===== config.mk =====
export PLATFORM = sky130hd
export DESIGN_NAME = board_display_scanner
export DESIGN_NICKNAME = d
export VERILOG_FILES = /design/src/rtl/board_display_scanner.sv
export SDC_FILE = /design/constraint.sdc
export NUM_CORES = 1
export LEC_CHECK = 0
export ABC_AREA = 1
export CAP_MARGIN = 40
export CORE_MARGIN = 1
export CORE_UTILIZATION = 30
export CTS_CLUSTER_DIAMETER = 40
export CTS_CLUSTER_SIZE = 10
export DETAILED_ROUTE_END_ITERATION = 8
export REMOVE_ABC_BUFFERS = 1
export SLEW_MARGIN = 30
export SYNTH_ARGS = -nofsm -noshare
export SYNTH_HDL_FRONTEND = slang
export SYNTH_SLANG_ARGS = --single-unit

===== constraint.sdc =====
create_clock -name in_clka -period 22.2 [get_ports in_clka]
set_clock_uncertainty 0.1 [all_clocks]
set_input_delay 4.44 -clock in_clka [delete_from_list [all_inputs] [get_ports in_clka]]
set_output_delay 4.44 -clock in_clka [all_outputs]
set_load 0.05 [all_outputs]

===== src/rtl/board_display_scanner.sv =====
// rtl/board_display_scanner.sv - snapshots the mine/cleared board and streams one display code per beat
//
// Purpose: on a display request the block captures the mine map, the cleared map and the
// gameover flag, then streams the 25 cells in index order over a valid/ready handshake.
// Once the last cell has been transferred it raises a one-cycle done pulse.
//
// Ports:
//   in_clka            clock, rising edge
//   in_restart         synchronous active-high reset
//   in_display         start request, only honoured while idle
//   in_mines           mine map, bit i = mine at cell i
//   in_cleared         cleared-cell map
//   in_gameover        reveal mines when set at snapshot time
//   in_ready           renderer accepts the current beat
//   out_valid          beat valid
//   out_cell_idx       cell index of the current beat
//   out_cell_code      0..8 neighbour count, 9 hidden, 10 mine
//   out_last           beat carries the final cell
//   out_busy           scan or completion in progress
//   out_display_done   one-cycle completion pulse
//   out_cleared_count  beats in this scan whose code was 0..8
module board_display_scanner #(
    parameter  int ROWS  = 5,
    parameter  int COLS  = 5,
    localparam int CELLS = ROWS * COLS,
    localparam int IW    = $clog2(CELLS)
) (
    input  logic             in_clka,
    input  logic             in_restart,
    input  logic             in_display,
    input  logic [CELLS-1:0] in_mines,
    input  logic [CELLS-1:0] in_cleared,
    input  logic             in_gameover,
    input  logic             in_ready,
    output logic             out_valid,
    output logic [IW-1:0]    out_cell_idx,
    output logic [3:0]       out_cell_code,
    output logic             out_last,
    output logic             out_busy,
    output logic             out_display_done,
    output logic [IW-1:0]    out_cleared_count
);

    localparam logic [IW-1:0] LAST_IDX  = IW'(CELLS - 1);
    localparam logic [3:0]    CODE_HIDE = 4'd9;
    localparam logic [3:0]    CODE_MINE = 4'd10;

    typedef enum logic [1:0] {
        ST_IDLE = 2'd0,
        ST_SCAN = 2'd1,
        ST_DONE = 2'd2
    } state_t;

    state_t           r_state;
    logic [CELLS-1:0] r_mines_snap;
    logic [CELLS-1:0] r_cleared_snap;
    logic             r_gameover_snap;

    logic [IW-1:0]    w_code_idx;
    logic [CELLS-1:0] w_code_mines;
    logic [CELLS-1:0] w_code_cleared;
    logic             w_code_gameover;
    logic [3:0]       w_code;

    // Neighbour positions are resolved against constant row/column tables so no
    // divider is built for the variable index.
    function automatic logic [3:0] f_cell_code(
        input logic [IW-1:0]    idx,
        input logic [CELLS-1:0] mines,
        input logic [CELLS-1:0] cleared,
        input logic             gameover
    );
        int         row;
        int         col;
        logic [3:0] cnt;
        logic       is_mine;
        logic       is_clr;
        row     = 0;
        col     = 0;
        cnt     = 4'd0;
        is_mine = 1'b0;
        is_clr  = 1'b0;
        for (int k = 0; k < CELLS; k++) begin
            if (idx == IW'(k)) begin
                row     = k / COLS;
                col     = k % COLS;
                is_mine = mines[k];
                is_clr  = cleared[k];
            end
        end
        for (int j = 0; j < CELLS; j++) begin
            if (mines[j] && (j / COLS) >= row - 1 && (j / COLS) <= row + 1
                         && (j % COLS) >= col - 1 && (j % COLS) <= col + 1
                         && !((j / COLS) == row && (j % COLS) == col)) begin
                cnt = cnt + 4'd1;
            end
        end
        if (gameover && is_mine) begin
            return CODE_MINE;
        end else if (!is_clr) begin
            return CODE_HIDE;
        end else if (is_mine) begin
            return CODE_MINE;
        end
        return cnt;
    endfunction

    // One shared code generator: at start it looks at the live inputs for cell 0,
    // during the scan it precomputes the next cell from the snapshot so the code
    // can be registered together with the index.
    always_comb begin
        w_code_idx      = '0;
        w_code_mines    = r_mines_snap;
        w_code_cleared  = r_cleared_snap;
        w_code_gameover = r_gameover_snap;
        if (r_state == ST_IDLE) begin
            w_code_mines    = in_mines;
            w_code_cleared  = in_cleared;
            w_code_gameover = in_gameover;
        end else begin
            w_code_idx = out_cell_idx + IW'(1);
        end
        w_code = f_cell_code(w_code_idx, w_code_mines, w_code_cleared, w_code_gameover);
    end

    always_ff @(posedge in_clka) begin
        if (in_restart) begin
            r_state           <= ST_IDLE;
            r_mines_snap      <= '0;
            r_cleared_snap    <= '0;
            r_gameover_snap   <= 1'b0;
            out_valid         <= 1'b0;
            out_cell_idx      <= '0;
            out_cell_code     <= 4'd0;
            out_last          <= 1'b0;
            out_busy          <= 1'b0;
            out_display_done  <= 1'b0;
            out_cleared_count <= '0;
        end else begin
            case (r_state)
                ST_IDLE: begin
                    out_display_done <= 1'b0;
                    if (in_display) begin
                        r_mines_snap      <= in_mines;
                        r_cleared_snap    <= in_cleared;
                        r_gameover_snap   <= in_gameover;
                        out_valid         <= 1'b1;
                        out_cell_idx      <= '0;
                        out_cell_code     <= w_code;
                        out_last          <= (LAST_IDX == '0);
                        out_busy          <= 1'b1;
                        out_cleared_count <= '0;
                        r_state           <= ST_SCAN;
                    end
                end
                ST_SCAN: begin
                    if (in_ready) begin
                        if (out_cell_code <= 4'd8) begin
                            out_cleared_count <= out_cleared_count + IW'(1);
                        end
                        if (out_cell_idx == LAST_IDX) begin
                            out_valid        <= 1'b0;
                            out_last         <= 1'b0;
                            out_display_done <= 1'b1;
                            r_state          <= ST_DONE;
                        end else begin
                            out_cell_idx  <= out_cell_idx + IW'(1);
                            out_cell_code <= w_code;
                            out_last      <= (out_cell_idx + IW'(1) == LAST_IDX);
                        end
                    end
                end
                ST_DONE: begin
                    out_display_done <= 1'b0;
                    out_busy         <= 1'b0;
                    r_state          <= ST_IDLE;
                end
                default: begin
                    r_state <= ST_IDLE;
                end
            endcase
        end
    end

endmodule


# Word level (Yosys, flattened, before mapping)

Cells that the tools add are included.
Widths: inputs -> output; s select.

Word-level logic and storage cells: 452
Output and inout bits: 18
Register bits: 71
Input port bits: 55

$lt $le $gt $ge: 21
Mux-type cells: 157
Eq/ne operators: 41
Reduce and logical (&&, ||, !) cells: 192
$add $sub $neg: 30

Operators by type and width:

| operator              | number |
|---|---|
| $mux 32               | 42 |
| $logic_and 1x1->1     | 151 |
| $eq 3x32->1 const A   | 4 |
| $ge 3x32->1 const A   | 4 |
| $le 3x32->1 const A   | 4 |
| $mux 4                | 31 |
| $add 4x1->4 const B   | 24 |
| $mux 1                | 65 |
| $add 32x2->32 const B | 2 |
| $eq 2x32->1 const A   | 2 |
| $eq 4x32->1 const A   | 2 |
| $ge 1x32->1 const A   | 2 |
| $ge 2x32->1 const A   | 2 |
| $ge 4x32->1 const A   | 2 |
| $le 1x32->1 const A   | 2 |
| $le 2x32->1 const A   | 2 |
| $le 4x32->1 const A   | 2 |
| $logic_not 32->1      | 2 |
| $sub 32x2->32 const B | 2 |
| $eq 5x5->1 const B    | 11 |
| $mux 25               | 2 |
| $eq 5x4->1 const B    | 8 |
| $mux 5                | 6 |
| $logic_not 1->1       | 25 |
| other kinds (20)      | 42 |

# Logic depth before layout (Yosys ltp)

Word-level depth: 85
Depth in mapped cells: 112
Gate-level depth less buffers: 112

# Worst setup path before layout

Ideal clock, no wire load.

Kind: input -> register
From: input in_mines[0]
To: register out_cell_code[1]
Path buffers: 0
Required time: 21.967 ns
Cell stages on the path: 91
Arrival time: 18.819 ns
Library setup time: 0.133 ns
Setup slack: 3.148 ns
Cells stage by stage: mux2i_1 > nor2_1 > inv_1 > nor3_1 > inv_1 > ha_1 > inv_1 > nand3_1 > nand2_2 > ha_1 > nand3_1 > nand2_1 > ha_1 > or2_2 > nand2_1 > inv_1 > ha_1 > nand2_1 > (+55 left out) > or2_2 > nand2_1 > inv_1 > ha_1 > or2_2 > nand2_1 > inv_1 > ha_1 > or2_2 > nand2_1 > inv_1 > ha_1 > or2_2 > nand2_1 > inv_1 > ha_1 > o211ai_1 > a31oi_1

Word-level cells in the longest chain between the ends: 59
Elaborated cells on any way between the ends: 90
Those cells by class: add/sub (24); mux (60); reduce/logical (6)

RTL lines:

| item                            | line | text |
|---|---|---|
| start, declared                 | 31   | `input logic [CELLS-1:0] in_mines,` |
| $mux 25 (*)                     | 116  | `if (r_state == ST_IDLE) begin` |
| $logic_and 1x1->1 (2 in series) | 92   | `if (mines[j] && (j / COLS) >= row - 1 && (j / COLS) <= row + 1` |
| $logic_and 1x1->1 (2 in series) | 93   | `&& (j % COLS) >= col - 1 && (j % COLS) <= col + 1` |
| $logic_and 1x1->1               | 94   | `&& !((j / COLS) == row && (j % COLS) == col)) begin` |
| $mux 1                          | 92   |  |
| $add 4x1->4                     | 95   | `cnt = cnt + 4'd1;` |
| $mux 4                          | 92   |  |
| $add 4x1->4                     | 95   |  |
| (+41 left out)                  | n/a  |  |
| $add 4x1->4                     | 95   |  |
| $mux 4                          | 92   |  |
| $add 4x1->4                     | 95   |  |
| $mux 4                          | 92   |  |
| $mux 4 (*)                      | 105  | `return cnt;` |
| $mux 4                          | 161  | `if (out_cell_idx == LAST_IDX) begin` |
| $mux 4                          | 157  | `if (in_ready) begin` |
| $pmux 4 s2 (*)                  | 140  | `case (r_state)` |
| end signal, assigned            | 149  | `out_cell_code <= w_code;` |
| end signal, assigned            | 168  | `out_cell_code <= w_code;` |
| end, declared                   | 37   | `output logic [3:0] out_cell_code,` |

Every way passes the cells marked *; elsewhere a longest branch is shown, timed or not. The select of a mux whose other input is x is not followed.
A chain may end at the register's enable or synchronous reset.

# Worst setup path after layout

Same ends and word-level chain as after synthesis.

==> flow_summary.yaml <==
outcome:
  status: "complete, no violations"
place:
  placed_cells: 1641
  io_buffers: 72
  pre_cts_ws_ns: 1.68
  dp_hpwl_um: 17100
  gp_congestion: 0.889
global_route:
  grt_pass1_wl_um: 35900
  grt_max_degree: 55
  antenna_found_initial: 0
  grt-ovfl-total: 0
  grt_pass1_vias: 7350
  grt_util_all_layers: 0.172
critical_path:
  cp-end-kind: "flip-flop"
  cp_slowest_stage_delay_ns: 0.52
  crit_path_top_delay_cell: "clkdlybuf4s50_1"
  arrival_ns: 20.26
  cp.required_ns: 22.32
  path_max_fanout: 4
  crit_type: "in -> reg"
  startpoint_type: "primary input"
cts:
  clk_pin_slew_worst_paths_ns: 0.06
  clock_latency_ns: 0.34
  h-tree-depth: 3
  cts_sinks: 71
  root_buffer: "clkbuf_16"
  postCtsSetupRepairBufs: 0
  hold_buffers: 0
  clk_path_buf_depth: 2
  cts_made_buffers: 9
  cts_resized: 0
  cts_tree: "yes"
power:
  share_comb_of_total_power: 0.555
  power_frac_clock: 0.215
  total_power_mw: 0.623
  power_density_nw_per_um2: 70.9
  p_leak_nw: 4.47
  swShare: 0.471
  ir_worst_vdd_v: 0.0000365
  seq_power_share: 0.230
  p_int_mw: 0.330
  switching_power_mw: 0.293
flow_run:
  maxCapViolCount: 0
synth:
  ys_ff_latch: 71
  synthArstFlopShare: 0
  synth_area_per_cell_um2: 5.85
  synth_top_family_by_area: "simple AND/OR/NAND/NOR gates"
  synth.most_common_cell: "nand2_1"
  synth_compound_area_frac: 0.126
  synth_cell_types: 51
  synth-main-ff-cell: "dfxtp_1"
  yosysSeqAreaShare: 0.191
  synthTopCellsByArea: "dfxtp_1 19%, nand2_1 15%, nand3_1 9.9%"
  synth_warnings: 0
  muxShareOfSynthArea: 0.00539
  netlist_instances: 1269
  synthSimpleGateAreaFrac: 0.477
  synth_commonest_cells: "306 x nand2_1, 193 x inv_1, 147 x nand3_1, 147 x nor2_1, 83 x o21ai_0"
  synth_xor_area_frac: 0.00118
  synthAdderAreaFrac: 0.0707
  syn-cell-area_um2: 7430
  synth_edf_count: 0
  yosys.area.top_type: "dfxtp_1"
  synth_top_area_share: 0.191
finish:
  multi_input_area_um2: 5070
  final_cells: 1658
  drive_above_1_share: 0.109
  syn_to_final_growth_pct: 18.2
  fill_cells: 2695
  final_nets: 1427
  insertedDiodeCount: 0
  regArea_um2: 1420
sta:
  worst_pin_slew_ns: 0.766
  max_slew_margin: 0.487
  slew_violations: 0
  whs_ns: 0.345
  min_period_over_period: 0.907
  setup_ws_ns: 2.06
  period_minus_slack_ns: 20.14
  final-hold-violation-count: 0
  setup_viol: 0
  rsz0062_at_grt: "false"
  fmaxAchievable_mhz: 49.6
  tns_ns: 0
floorplanning:
  io_pins: 73
  die_h_um: 159
  core_area_um2: 24300
  start_util: 0.305
  die-area_um2: 25400
  die_w_um: 159
  rows: 57
detailed_routing:
  dr.pass1.iters: 7
  vias: 7977
  drc: 0
  totalWireLength_um: 21600
  wire_per_inst_um: 13.0
  drtAntennaViolNets: 0
  viasPerCell: 4.81
  drt_iter0_markers: 459
worst_hold_path:
  worstHoldPathType: "reg -> reg"
[layer usage]
metal	up-vias	part of all wire	wire length (um)	track usage
met3	29	0.038	822	0.0216
li1	4226	-	-	-
met4	0	0.017	363	0.0529
met5	-	0	0	0
met2	174	0.48	10300	0.294
met1	3548	0.47	10100	0.224
[per-stage QoR]
stage | util | area [um2]
after detailed placement | 0.349 | 8490
final | 0.361 | 8780
after CTS | 0.360 | 8750
after global placement | 0.348 | 8450
after global routing | 0.361 | 8780
after floorplan | - | 7310
[kinds of logic after synthesis]
family                     after synthesis
AOI/OAI and AO/OA                      160
DFF                                     71
muxes                                    4
adders and majority gates               42
xor gates and xnor gates                 1
buffers and inverters                  244
and+or+nand+nor                        747
[registers in the layout, indices dropped and copies added, names as in the netlist, 2 cells and up]
signal / cells
r_state: 2
out_cell_idx: 5
r_mines_snap: 25
r_cleared_snap: 25
out_cell_code: 4
out_cleared_count: 5
[power by group through the flow]
stage          Clock, mW  Combinational [mW]  Sequential (mW)
2_1_floorplan          0               0.257            0.154
3_3_place_gp           0               0.338            0.146
3_5_place_dp           0               0.347            0.146
4_1_cts            0.137               0.348            0.143
5_1_grt            0.143               0.407            0.144
6_report           0.134               0.346            0.143
[worst paths after layout]
check                        start          endpoint  slack (ns)  cells past startpoint
setup / recovery       in_mines[0]  out_cell_code[1]        2.06                     92
hold / removal    r_mines_snap[22]  r_mines_snap[22]        0.35                      2
setup reg to reg   out_cell_idx[0]  out_cell_code[1]        3.64                    106
hold reg to reg   r_mines_snap[22]  r_mines_snap[22]        0.35                      2
[cells in the final DEF (no fill, tap or decap), drive strengths merged, types with 24 or more instances in the layout]
cell / n
or2: 24
ha: 42
dfxtp: 71
o21ai: 89
nand2: 337
inv: 214
nand3: 169
nor2: 164
a21oi: 28
clkdlybuf4s50: 72
[cell type report]
class	count	area share
multi-input cells	954	0.577
well taps	324	0.0462
clock buffers	10	0.0261
repair buffers	78	0.0908
clock inverters	5	0.00413
inverters	216	0.0939
flip-flops and latches	71	0.162
[worst max-delay path, delay by kind of cell]
kind            cells  cell delay (ns)
compound gates      3             0.57
mux                 1             0.18
simple gates       44             7.36
fa+ha+maj          23             6.09
buf+inv            21             1.55
No activity file was read; power rests on OpenSTA's default activity.
